**src/rtl/piso_reg_if.sv**
```systemverilog
// Parallel-load / serial-out handshake bundle: word side (par_*) and bit side (ser_*).
// No latency of its own; pure wiring between source, serializer and sink.
// Backpressure: par_ready gates word loads, ser_ready stalls the serial stream.
interface piso_reg_if #(
    parameter int WIDTH = 8
);
    logic [WIDTH-1:0] par_data;
    logic             par_valid;
    logic             par_ready;
    logic             ser_data;
    logic             ser_valid;
    logic             ser_ready;
    logic             ser_last;
    logic             busy;

    // Word source and bit sink side
    modport master (
        output par_data, par_valid, ser_ready,
        input  par_ready, ser_data, ser_valid, ser_last, busy
    );

    // Serializer side
    modport slave (
        input  par_data, par_valid, ser_ready,
        output par_ready, ser_data, ser_valid, ser_last, busy
    );
endinterface

```
**src/rtl/piso_reg.sv**
```systemverilog
// Parallel-in serial-out serializer with valid/ready on both sides; optional even parity bit via PISO_PARITY_EN.
// Latency: first frame bit on ser_data one cycle after the load edge; frames chain with no idle cycle.
// Backpressure: ser_ready=0 freezes the current bit; par_ready only in IDLE or on the accepted last bit.
module piso_reg #(
    parameter int WIDTH     = 8,
    parameter bit MSB_FIRST = 1'b1
) (
    input  logic         clk,
    input  logic         arst_n,
    piso_reg_if.slave    bus
);

`ifdef PISO_PARITY_EN
    localparam int N = WIDTH + 1;
`else
    localparam int N = WIDTH;
`endif
    localparam int CW = $clog2(N + 1);

    typedef enum logic {
        IDLE,
        SHIFT
    } state_t;

    state_t           state;
    state_t           state_nxt;
    logic [CW-1:0]    cnt;
    logic [CW-1:0]    cnt_nxt;
    logic [N-1:0]     shreg;
    logic [N-1:0]     shreg_nxt;
    logic [N-1:0]     frame;
    logic [WIDTH-1:0] ordered;
    logic             is_last;
    logic             xfer;
    logic             done;
    logic             load;

    // The frame is held in transmission order so the outgoing bit is always shreg[N-1].
    always_comb begin
        ordered = bus.par_data;
        if (!MSB_FIRST) begin
            for (int i = 0; i < WIDTH; i++) begin
                ordered[i] = bus.par_data[WIDTH-1-i];
            end
        end
    end

`ifdef PISO_PARITY_EN
    assign frame = {ordered, ^bus.par_data};
`else
    assign frame = ordered;
`endif

    assign is_last = (state == SHIFT) && (cnt == CW'(N - 1));
    assign xfer    = (state == SHIFT) && bus.ser_ready;
    assign done    = xfer && is_last;
    // ser_ready reaches par_ready combinationally so the next word can load on the last-bit edge.
    assign bus.par_ready = arst_n && ((state == IDLE) || done);
    assign load          = bus.par_valid && bus.par_ready;

    assign bus.ser_valid = (state == SHIFT);
    assign bus.ser_data  = (state == SHIFT) && shreg[N-1];
    assign bus.ser_last  = is_last;
    assign bus.busy      = (state == SHIFT);

    always_comb begin
        state_nxt = state;
        cnt_nxt   = cnt;
        shreg_nxt = shreg;
        case (state)
            IDLE: begin
                if (load) begin
                    state_nxt = SHIFT;
                    cnt_nxt   = '0;
                    shreg_nxt = frame;
                end
            end
            SHIFT: begin
                if (xfer) begin
                    if (is_last) begin
                        cnt_nxt = '0;
                        if (load) begin
                            shreg_nxt = frame;
                        end else begin
                            state_nxt = IDLE;
                            shreg_nxt = '0;
                        end
                    end else begin
                        cnt_nxt   = cnt + CW'(1);
                        shreg_nxt = shreg << 1;
                    end
                end
            end
            default: begin
                state_nxt = IDLE;
                cnt_nxt   = '0;
                shreg_nxt = '0;
            end
        endcase
    end

    always_ff @(posedge clk or negedge arst_n) begin
        if (!arst_n) begin
            state <= IDLE;
            cnt   <= '0;
            shreg <= '0;
        end else begin
            state <= state_nxt;
            cnt   <= cnt_nxt;
            shreg <= shreg_nxt;
        end
    end

endmodule

```
**src/flat_wrapper.sv**
```systemverilog
// flat-port wrapper written by rule: the top's interface ports become plain ports
module piso_reg_flat 
#(
    parameter int WIDTH     = 8,
    parameter bit MSB_FIRST = 1'b1
)
  (clk, arst_n, bus_par_data, bus_par_valid, bus_ser_ready, bus_par_ready, bus_ser_data, bus_ser_valid, bus_ser_last, bus_busy);
  piso_reg_if #(.WIDTH(WIDTH)) bus_i ();
  input  logic clk;
  input  logic arst_n;
  input wire logic [$bits(bus_i.par_data)-1:0] bus_par_data;
  input wire logic [$bits(bus_i.par_valid)-1:0] bus_par_valid;
  input wire logic [$bits(bus_i.ser_ready)-1:0] bus_ser_ready;
  output wire logic [$bits(bus_i.par_ready)-1:0] bus_par_ready;
  output wire logic [$bits(bus_i.ser_data)-1:0] bus_ser_data;
  output wire logic [$bits(bus_i.ser_valid)-1:0] bus_ser_valid;
  output wire logic [$bits(bus_i.ser_last)-1:0] bus_ser_last;
  output wire logic [$bits(bus_i.busy)-1:0] bus_busy;
  assign bus_i.par_data = bus_par_data;
  assign bus_i.par_valid = bus_par_valid;
  assign bus_i.ser_ready = bus_ser_ready;
  assign bus_par_ready = bus_i.par_ready;
  assign bus_ser_data = bus_i.ser_data;
  assign bus_ser_valid = bus_i.ser_valid;
  assign bus_ser_last = bus_i.ser_last;
  assign bus_busy = bus_i.busy;
  piso_reg #(.WIDTH(WIDTH), .MSB_FIRST(MSB_FIRST)) u_core (.clk(clk), .arst_n(arst_n), .bus(bus_i));
endmodule
```
**config.mk**
```make
export PLATFORM = sky130hd
export DESIGN_NAME = piso_reg_flat
export DESIGN_NICKNAME = d
export VERILOG_FILES = /design/src/rtl/piso_reg_if.sv /design/src/rtl/piso_reg.sv /design/src/flat_wrapper.sv
export SDC_FILE = /design/constraint.sdc
export NUM_CORES = 1
export LEC_CHECK = 0
export CORE_UTILIZATION = 49
export DETAILED_ROUTE_END_ITERATION = 8
export GPL_TIMING_DRIVEN = 0
export PLACE_DENSITY_LB_ADDON = 0.3
export SKIP_LAST_GASP = 1
export SLEW_MARGIN = 10
export SYNTH_ARGS = -nofsm -noshare
export SYNTH_HDL_FRONTEND = slang
export SYNTH_SLANG_ARGS = --single-unit
```
**constraint.sdc**
```tcl
create_clock -name clk -period 1.56 [get_ports clk]
set_input_delay 0.39 -clock clk [delete_from_list [all_inputs] [get_ports clk]]
set_output_delay 0.39 -clock clk [all_outputs]
set_load 0.05 [all_outputs]
```
# --- Yosys cells after proc, flatten, opt, wreduce, memory -nomap -nowiden ---
# Cells that the tools add are included.
word_totals:
  regBits: 13
  out_inout_bits: 5
classes:
  add_sub_neg: 1
  eq_ne: 3
  muxes: 13
  bitwise_logic: 1
  n_reduce_logical: 8
ops:
  columns: ["operator", "n"]
  rows:
  - ["2-to-1 mux 8 bit", 4]
  - ["one-hot mux 8 bit (2 select lines)", 1]
  - ["2-to-1 mux 4 bit", 3]
  - ["one-hot mux 4 bit (2 select lines)", 1]
  - ["logical AND 1 bit", 6]
  - ["adder 4 x 1 -> 4 bit, second input constant", 1]
  - ["equality test 4 x 3 -> 1 bit, second input constant", 1]
  - ["2-to-1 mux 1 bit", 3]
  - ["!= test 2 x 1 -> 1 bit, second input constant", 1]
  - ["!= test 2 bit, second input constant", 1]
  - ["one-hot mux 1 bit (2 select lines)", 1]
  - ["AND reduction 2 bit", 1]
  - ["logical OR 1 bit", 1]
  - ["NOT 1 bit", 1]

# --- Logic depth before layout (Yosys ltp) ---
# Gate-level depths: netlist (run 1).
depth:
  depth_word: 10
  mapped_depth: 5
  mapped_depth_nobuf: 4

# --- Worst setup path before layout (run 1) ---
# No wires, ideal clock.
synth_timing:
  path_kind: "reg-to-output"
  startpoint: "reg u_core.state, in the netlist u_core.bus.busy"
  endpoint: "out bus_par_ready"
  t_arrival_ns: 2.162
  slack_ns: -0.992
  path_stages_with_launch: 4
  cell_sequence: "dfrtp_1 > buf_2 > buf_1 > a21boi_0"
synth_between:
  elab_chain_len: 4
synth_lines:
  columns: ["element", "line_no", "source"]
  rows:
  - ["from (decl)", "piso_reg.sv:25", "state_t state;"]
  - ["from (signal assigned)", "piso_reg.sv:108", "state <= state_nxt;"]
  - ["logical AND 1 bit (on tied branches)", "piso_reg.sv:55, piso_reg.sv:54", null]
  - ["logical AND 1 bit", "piso_reg.sv:56", "assign done = xfer && is_last;"]
  - ["logical OR 1 bit (*)", "piso_reg.sv:58", "assign bus.par_ready = arst_n && ((state == IDLE) || done);"]
  - ["logical AND 1 bit (*)", "piso_reg.sv:58", null]
  - ["to (decl)", "flat_wrapper.sv:14", "output wire logic [$bits(bus_i.par_ready)-1:0] bus_par_ready;"]
# Mark *: on every way between the ends. The rest lies on a longest branch, timed or not.

# --- Worst setup path in the final report (run 1) ---
layout_timing:
  startpoint: "reg u_core.cnt[0]"
  endpoint: "out bus_par_ready"
layout_between:
  elab_chain_len: 5
layout_lines:
  columns: ["element", "line_no", "source"]
  rows:
  - ["from (decl)", "piso_reg.sv:27", "logic [CW-1:0] cnt;"]
  - ["from (signal assigned)", "piso_reg.sv:109", "cnt <= cnt_nxt;"]
  - ["equality test 4 x 3 -> 1 bit", "piso_reg.sv:54", "assign is_last = (state == SHIFT) && (cnt == CW'(N - 1));"]
  - ["logical AND 1 bit", "piso_reg.sv:54", null]
  - ["logical AND 1 bit", "piso_reg.sv:56", null]
  - ["logical OR 1 bit", "piso_reg.sv:58", null]
  - ["logical AND 1 bit", "piso_reg.sv:58", null]
# Every way passes these cells.

==> run metrics, run 1 <==
outcome=finished with violations; failing checks=negative setup slack; crit path launch type=flop; clk root buf=clkbuf_4; gr usage total=0.2725; most frequent cell after synthesis=nand3_1; Reg2Reg Setup Slack=~0.040 ns; Buffers on Ports=15; core box area=1524 µm²; CP Class=reg -> out; clock sinks=13; RSZ-0062 raised after global routing=yes; CTS tree=yes; count of final hold-check violations=0; Buf+Inv Stages, Crit Path=1; FMAX=538.9 MHz; Req. time, crit path=1.17 ns; P&R area growth vs syn=40.25%; Final GP Congestion=0.7586; Site Rows=14; post-route core utilization=0.7438; vias in the first global route=roughly 840; initial antenna violation count=0; Syn Std Cell Area=808.3 µm²; cell count after placement=121; WP data arrival=about 1.5 ns; Net Sw Frac=0.3852; Worst setup endpoint=bus_par_ready; CP peak stage delay=0.38 ns; Detailed Route WL=2205 µm; Reg clk slew, reported paths=0.09 ns; register area share after synthesis=0.4025; Vias=between 800 and 900; first-pass GRT wire length=between 3000 and 4000 µm; min Tclk post-route=approximately 1.9 ns; Relative slew margins=0.7532; final instance area=1134 µm²; Reg power frac=0.370; Syn. warnings=0; Final Cycle Share=1.190; syn_nets=103; crit end category=primary output; DR DRC count=0; mean post-synth cell area=about 9.0 µm²; hpwl dp=between 1000 and 1500 µm; # IOs=17; RR Endpoint=u_core.cnt[3]; Post-CTS Hold Buffers=0; Crit. Startpoint=u_core.cnt[0]; Max VDD drop=0.0006824 V; antenna-violating nets left=0; Min-Delay Path Class=in -> async; die span in y=42.62 µm; full die area=1816 µm²; Internal=0.0009005 W; clock share of power=0.149; drt first pass iters=4; starting density of the core=0.5304; Vias per Instance=roughly 6.2; TritonCTS Buffers=3; CP Max Fanout=4; DP Worst Slack=-1.245 ns; Post-synth EDFFs=0; die width=42.62 µm; Area contributors post-synth=dfrtp_1 40%, nand3_1 9.9%, a32oi_1 7.6%; CP Depth=5; Logic pwr share=0.481; Layout Nets=133; antenna cell count=0; top-area cell type share of the netlist area=0.4025; cell area power density=1292 nW/µm²; Setup WS post-layout=-0.2958 ns; FF-to-FF path depth=5; synth unique cells=27; Syn Inst Count=90; fin cells=135; switching pwr=0.0005642 W; Pins Over Slew Limit=0; Yosys reg bits=13; gr ovfl total=0; pin count of the biggest net entering global routing=17; Synth Flop Type=dfrtp_1; clk buf depth=2; Worst Clk Skew=0.004936 ns; post-synthesis async set-or-reset flop share=1.000; top cells by count, synth=16 x nand3_1, 13 x dfrtp_1, 8 x nand2_1; max cap viols=0; Slew @ Worst Pin=between 0.3 and 0.4 ns; Initial DRC Count=39; cell taking the most area after synthesis=dfrtp_1; CP Cell Sequence=ha_2 > and3b_2 > nand2_4 > a21boi_4 > buf_6; Critical R2R Launch=u_core.bus.busy; placed instance area=between 1000 and 1500 µm²; Critical Path Slowest Stage Cell=dfrtp_1; latest clock arrival within the worst-skew pair=0.28 ns; drt wl/cell=16.33 µm; H-tree depth=1; fraction of layout instances using a drive strength above 1=0.3193; Leakage=0.5221 nW; Largest delay share family, worst path=flip-flops; Final setup viols=3
[cells by family (layout without fill, tap and decap cells)]
group / count (synthesis) / count (layout) / synth area share
fa+ha+maj: 1 / 1 / 0.01548
xor+xnor: 1 / 1 / 0.01084
simple gates: 34 / 34 / 0.2245
buf+inv: 15 / 44 / 0.08050
compound gates: 22 / 22 / 0.2152
mux: 4 / 4 / 0.05108
flops: 13 / 13 / 0.4025
[worst min path at each step]
stage          slack, ns            start         endpoint
6_report           0.001           arst_n  u_core.shreg[5]
5_1_grt             0.02           arst_n  u_core.shreg[5]
4_1_cts             0.13           arst_n    u_core.cnt[2]
3_5_place_dp        0.51  u_core.shreg[6]  u_core.shreg[6]
3_3_place_gp        0.50  u_core.shreg[4]  u_core.shreg[4]
2_1_floorplan       0.09           arst_n  u_core.bus.busy
[metrics by stage]
step           total power (W)  setup TNS, ns  hold slack (ns)
2_1_floorplan        0.0009642       -0.07601          0.09441
3_3_place_gp          0.001100         -11.40           0.5045
3_5_place_dp          0.001129         -11.58           0.5099
4_1_cts               0.001438        -0.6088           0.1265
5_1_grt               0.001562        -0.7889          0.01947
6_report              0.001465        -0.6167         0.001159
[power by group through the flow]
stage | Combinational [W] | Sequential (W) | Clock (W)
5_1_grt | 0.000770 | 0.000557 | 0.000235
3_3_place_gp | 0.000549 | 0.000552 | 0
4_1_cts | 0.000686 | 0.000538 | 0.000214
2_1_floorplan | 0.000422 | 0.000542 | 0
6_report | 0.000704 | 0.000542 | 0.000218
3_5_place_dp | 0.000569 | 0.000559 | 0
[cell type report]
type / count / area [µm²]
multi-input cells: 62 / 451.7
fillers: 113 / 390.4
clock buffers: 4 / 26.28
repair buffers: 26 / 229.0
well taps: 16 / 20.02
plain buffers: 7 / 53.80
inverters: 7 / 26.28
flip-flops and latches: 13 / 326.6
[cell usage in the layout, fill, tap and decap left out, types with 2 or more instances in the layout]
cell type / count
nand3_1: 16
buf_4: 12
dfrtp_1: 12
clkdlybuf4s50_1: 9
nand2_1: 7
inv_1: 7
a32oi_1: 7
o31ai_1: 6
buf_2: 5
buf_8: 3
mux2i_1: 3
clkbuf_4: 3
buf_6: 2
and2_4: 2
clkbuf_2: 2
nand3b_1: 2
o211ai_1: 2
nor2b_1: 2
[repair_timing]
| item | 4_1_cts | 5_1_grt |
|---|---|---|
| setup endpoints to repair | 18 | 11 |
| pin swaps | 2 | 3 |
| setup buffers | 10 | 2 |
| resized for setup | 37 | 10 |
[worst reg2reg max path, delay by kind of cell (launching register included)]
family                 cells  cell delay, ns
AO/OA/AOI/OAI              2            0.43
flip-flops                 1            0.43
AND/OR/NAND/NOR            1            0.25
buffers and inverters      2            0.29
[metal layers]
metal,wire [µm],GRT usage
met5,0,0
met1,909,0.3260
met2,1103,0.4800
met4,31,0.1000
met3,160,0.05172
[sequential cells by signal (all words and copies together) (netlist names)]
register and count:
u_core.bus.busy 1, u_core.cnt 4, u_core.shreg 8
Power figures use the tool's default switching activity.
==> run 2: changes to the inputs <==
--- a/config.mk
+++ b/config.mk
@@ -6,8 +6,9 @@
 export NUM_CORES = 1
 export LEC_CHECK = 0
 export CORE_UTILIZATION = 49
+export CTS_BUF_LIST = sky130_fd_sc_hd__clkbuf_16
 export DETAILED_ROUTE_END_ITERATION = 8
-export GPL_TIMING_DRIVEN = 0
+export GPL_TIMING_DRIVEN = 1
 export PLACE_DENSITY_LB_ADDON = 0.3
 export SKIP_LAST_GASP = 1
 export SLEW_MARGIN = 10
==> run 2 against run 1 <==
The run still ends with negative setup slack left; first-iteration DRC count increased by 28%; sequential power decreased by 1%; die area is the same; cell count up 5.9%; clock power rose by 120%; power is 26% higher; largest power group unchanged; highest routed layer unchanged.
==> run metrics, run 2 (same netlist as run 1, synthesis figures left out) <==
number of flip-flops in the largest register=8; Slew @ Worst Pin=0.3724 ns; P&R area growth vs syn=60.37%; Buffers on Ports=16; Final setup viols=2; gr ovfl total=0; clk buf depth=2; GR Util met3=0.05172; drt first pass iters=4; starting density of the core=0.5304; Worst Clk Skew=0.001982 ns; CP Cell Sequence=ha_2 > and3b_2 > nand2_4 > a21boi_4 > buf_12; hold_ws=0.3524 ns; FMAX=557.7 MHz; Layout Nets=141; CP Class=reg -> out; H-tree depth=1; Req. time, crit path=1.17 ns; Vias per Instance=6.322; cell area power density=~1400 nW/µm²; DR DRC count=0; post-route core utilization=0.8506; max cap viols=0; initial antenna violation count=0; Site Rows=14; failing checks=negative setup slack; Reg clk slew, reported paths=0.05 ns; die width=approximately 43 µm; Min-Delay Path Class=in -> async; Setup WS post-layout=-0.2329 ns; Leakage=0.6073 nW; Detailed Route WL=~2500 µm; met2 usage=0.4092; gr usage total=0.2799; Initial DRC Count=50; latest clock arrival within the worst-skew pair=0.24 ns; CP Max Fanout=3; CP peak stage delay=0.35 ns; met1 usage=0.4011; hpwl dp=around 1600 µm; Buf+Inv Stages, Crit Path=1; Final Total Pwr=0.001848 W; Largest delay share family, worst path=flip-flops; antenna cell count=0; RSZ-0062 raised after global routing=yes; Final GP Congestion=~0.84; die span in y=42.62 µm; Vias=904; pin count of the biggest net entering global routing=11; crit path launch type=flop; Critical Path Slowest Stage Cell=dfrtp_1; TritonCTS Buffers=3; Final Cycle Share=1.149; crit end category=primary output; clock sinks=13; drt wl/cell=17.43 µm; clk root buf=clkbuf_16; core box area=1524 µm²; antenna-violating nets left=0; vias in the first global route=841; most frequent cells in the layout=25 x buf_4, 16 x nand3_1, 12 x dfrtp_1; Largest Register=u_core.shreg; WP data arrival=between 1 and 1.5 ns; # IOs=17; count of final hold-check violations=0; busiest grt layer=met2; full die area=between 1500 and 2000 µm²; Relative slew margins=0.7510; outcome=finished with violations; commonest non-fill, non-tap cell in the layout=buf_4; CTS tree=yes; fraction of layout instances using a drive strength above 1=0.3307; first-pass GRT wire length=3746 µm; Pins Over Slew Limit=0; min Tclk post-route=1.793 ns; Max VDD drop=0.0009945 V
run 2: changes by cell type in the layout (fill, tap and decap cells not counted), moves of 2 or more:
| cell | delta |
|---|---|
| clkbuf_16 | +3 |
| clkbuf_4 | -3 |
| buf_6 | -2 |
| buf_8 | -3 |
| buf_2 | -5 |
| buf_4 | +13 |
| clkbuf_2 | -2 |
| buf_12 | +5 |
run 2: power by group:
part	switching (W)	total (W)	internal [W]
registers	0.0000757	0.000534	0.000459
logic	0.000394	0.000824	0.000430
clock network	0.000150	0.000489	0.000339
run 2: final timing paths:
path	startpoint	to	slack [ns]	cells after the start
worst max-delay path	u_core.cnt[1]	bus_par_ready	-0.23	5
worst min-delay path	arst_n	u_core.shreg[0]	0.35	2
worst max register to register	u_core.cnt[1]	u_core.cnt[3]	0.09	4
worst min register to register	u_core.shreg[7]	u_core.shreg[7]	0.51	2
max in group asynchronous	arst_n	u_core.shreg[3]	1.05	2
min in group clk	u_core.shreg[7]	u_core.shreg[7]	0.51	2
run 2: per-stage QoR:
step / setup TNS (ns) / area [µm²] / worst slack [ns] / instances
3_3_place_gp: -2.208 / 1185 / -0.2126 / 135
2_1_floorplan: -0.07601 / 848.3 / -0.07601 / 90
6_report: -0.4353 / 1296 / -0.2329 / 143
4_1_cts: -0.3800 / 1289 / -0.1979 / 142
3_5_place_dp: -2.504 / 1185 / -0.2662 / 135
5_1_grt: -0.5234 / 1296 / -0.2885 / 143
run 2: layer usage:
| metal | vias up | part of all wire |
|---|---|---|
| met2 | 53 | 0.47 |
| met5 | - | 0 |
| met1 | 433 | 0.43 |
| met3 | 8 | 0.074 |
| met4 | 0 | 0.022 |
| li1 | 410 | - |
run 2: repair_timing:
action	in CTS	in global routing
setup endpoints to repair	6	2
hold buffers	0	0
resized for setup	3	0
setup buffers	3	1
run 2: worst register-to-register path: cells and delay by family, from the launching register on:
kind | cells | cell delay, ns
buffers and inverters | 1 | 0.14
AO/OA/AOI/OAI | 1 | 0.14
flip-flops | 1 | 0.38
adder cells (fa/ha/maj) | 1 | 0.20
AND/OR/NAND/NOR | 1 | 0.53
run 2: layout make-up:
class                   count  area (µm²)
repair buffers             41       396.6
fillers                    82       227.7
flip-flops and latches     13       329.1
clock buffers               3       75.07
clock inverters             1       3.754
multi-input cells          62       445.4
well taps                  16       20.02
inverters                   7       26.28
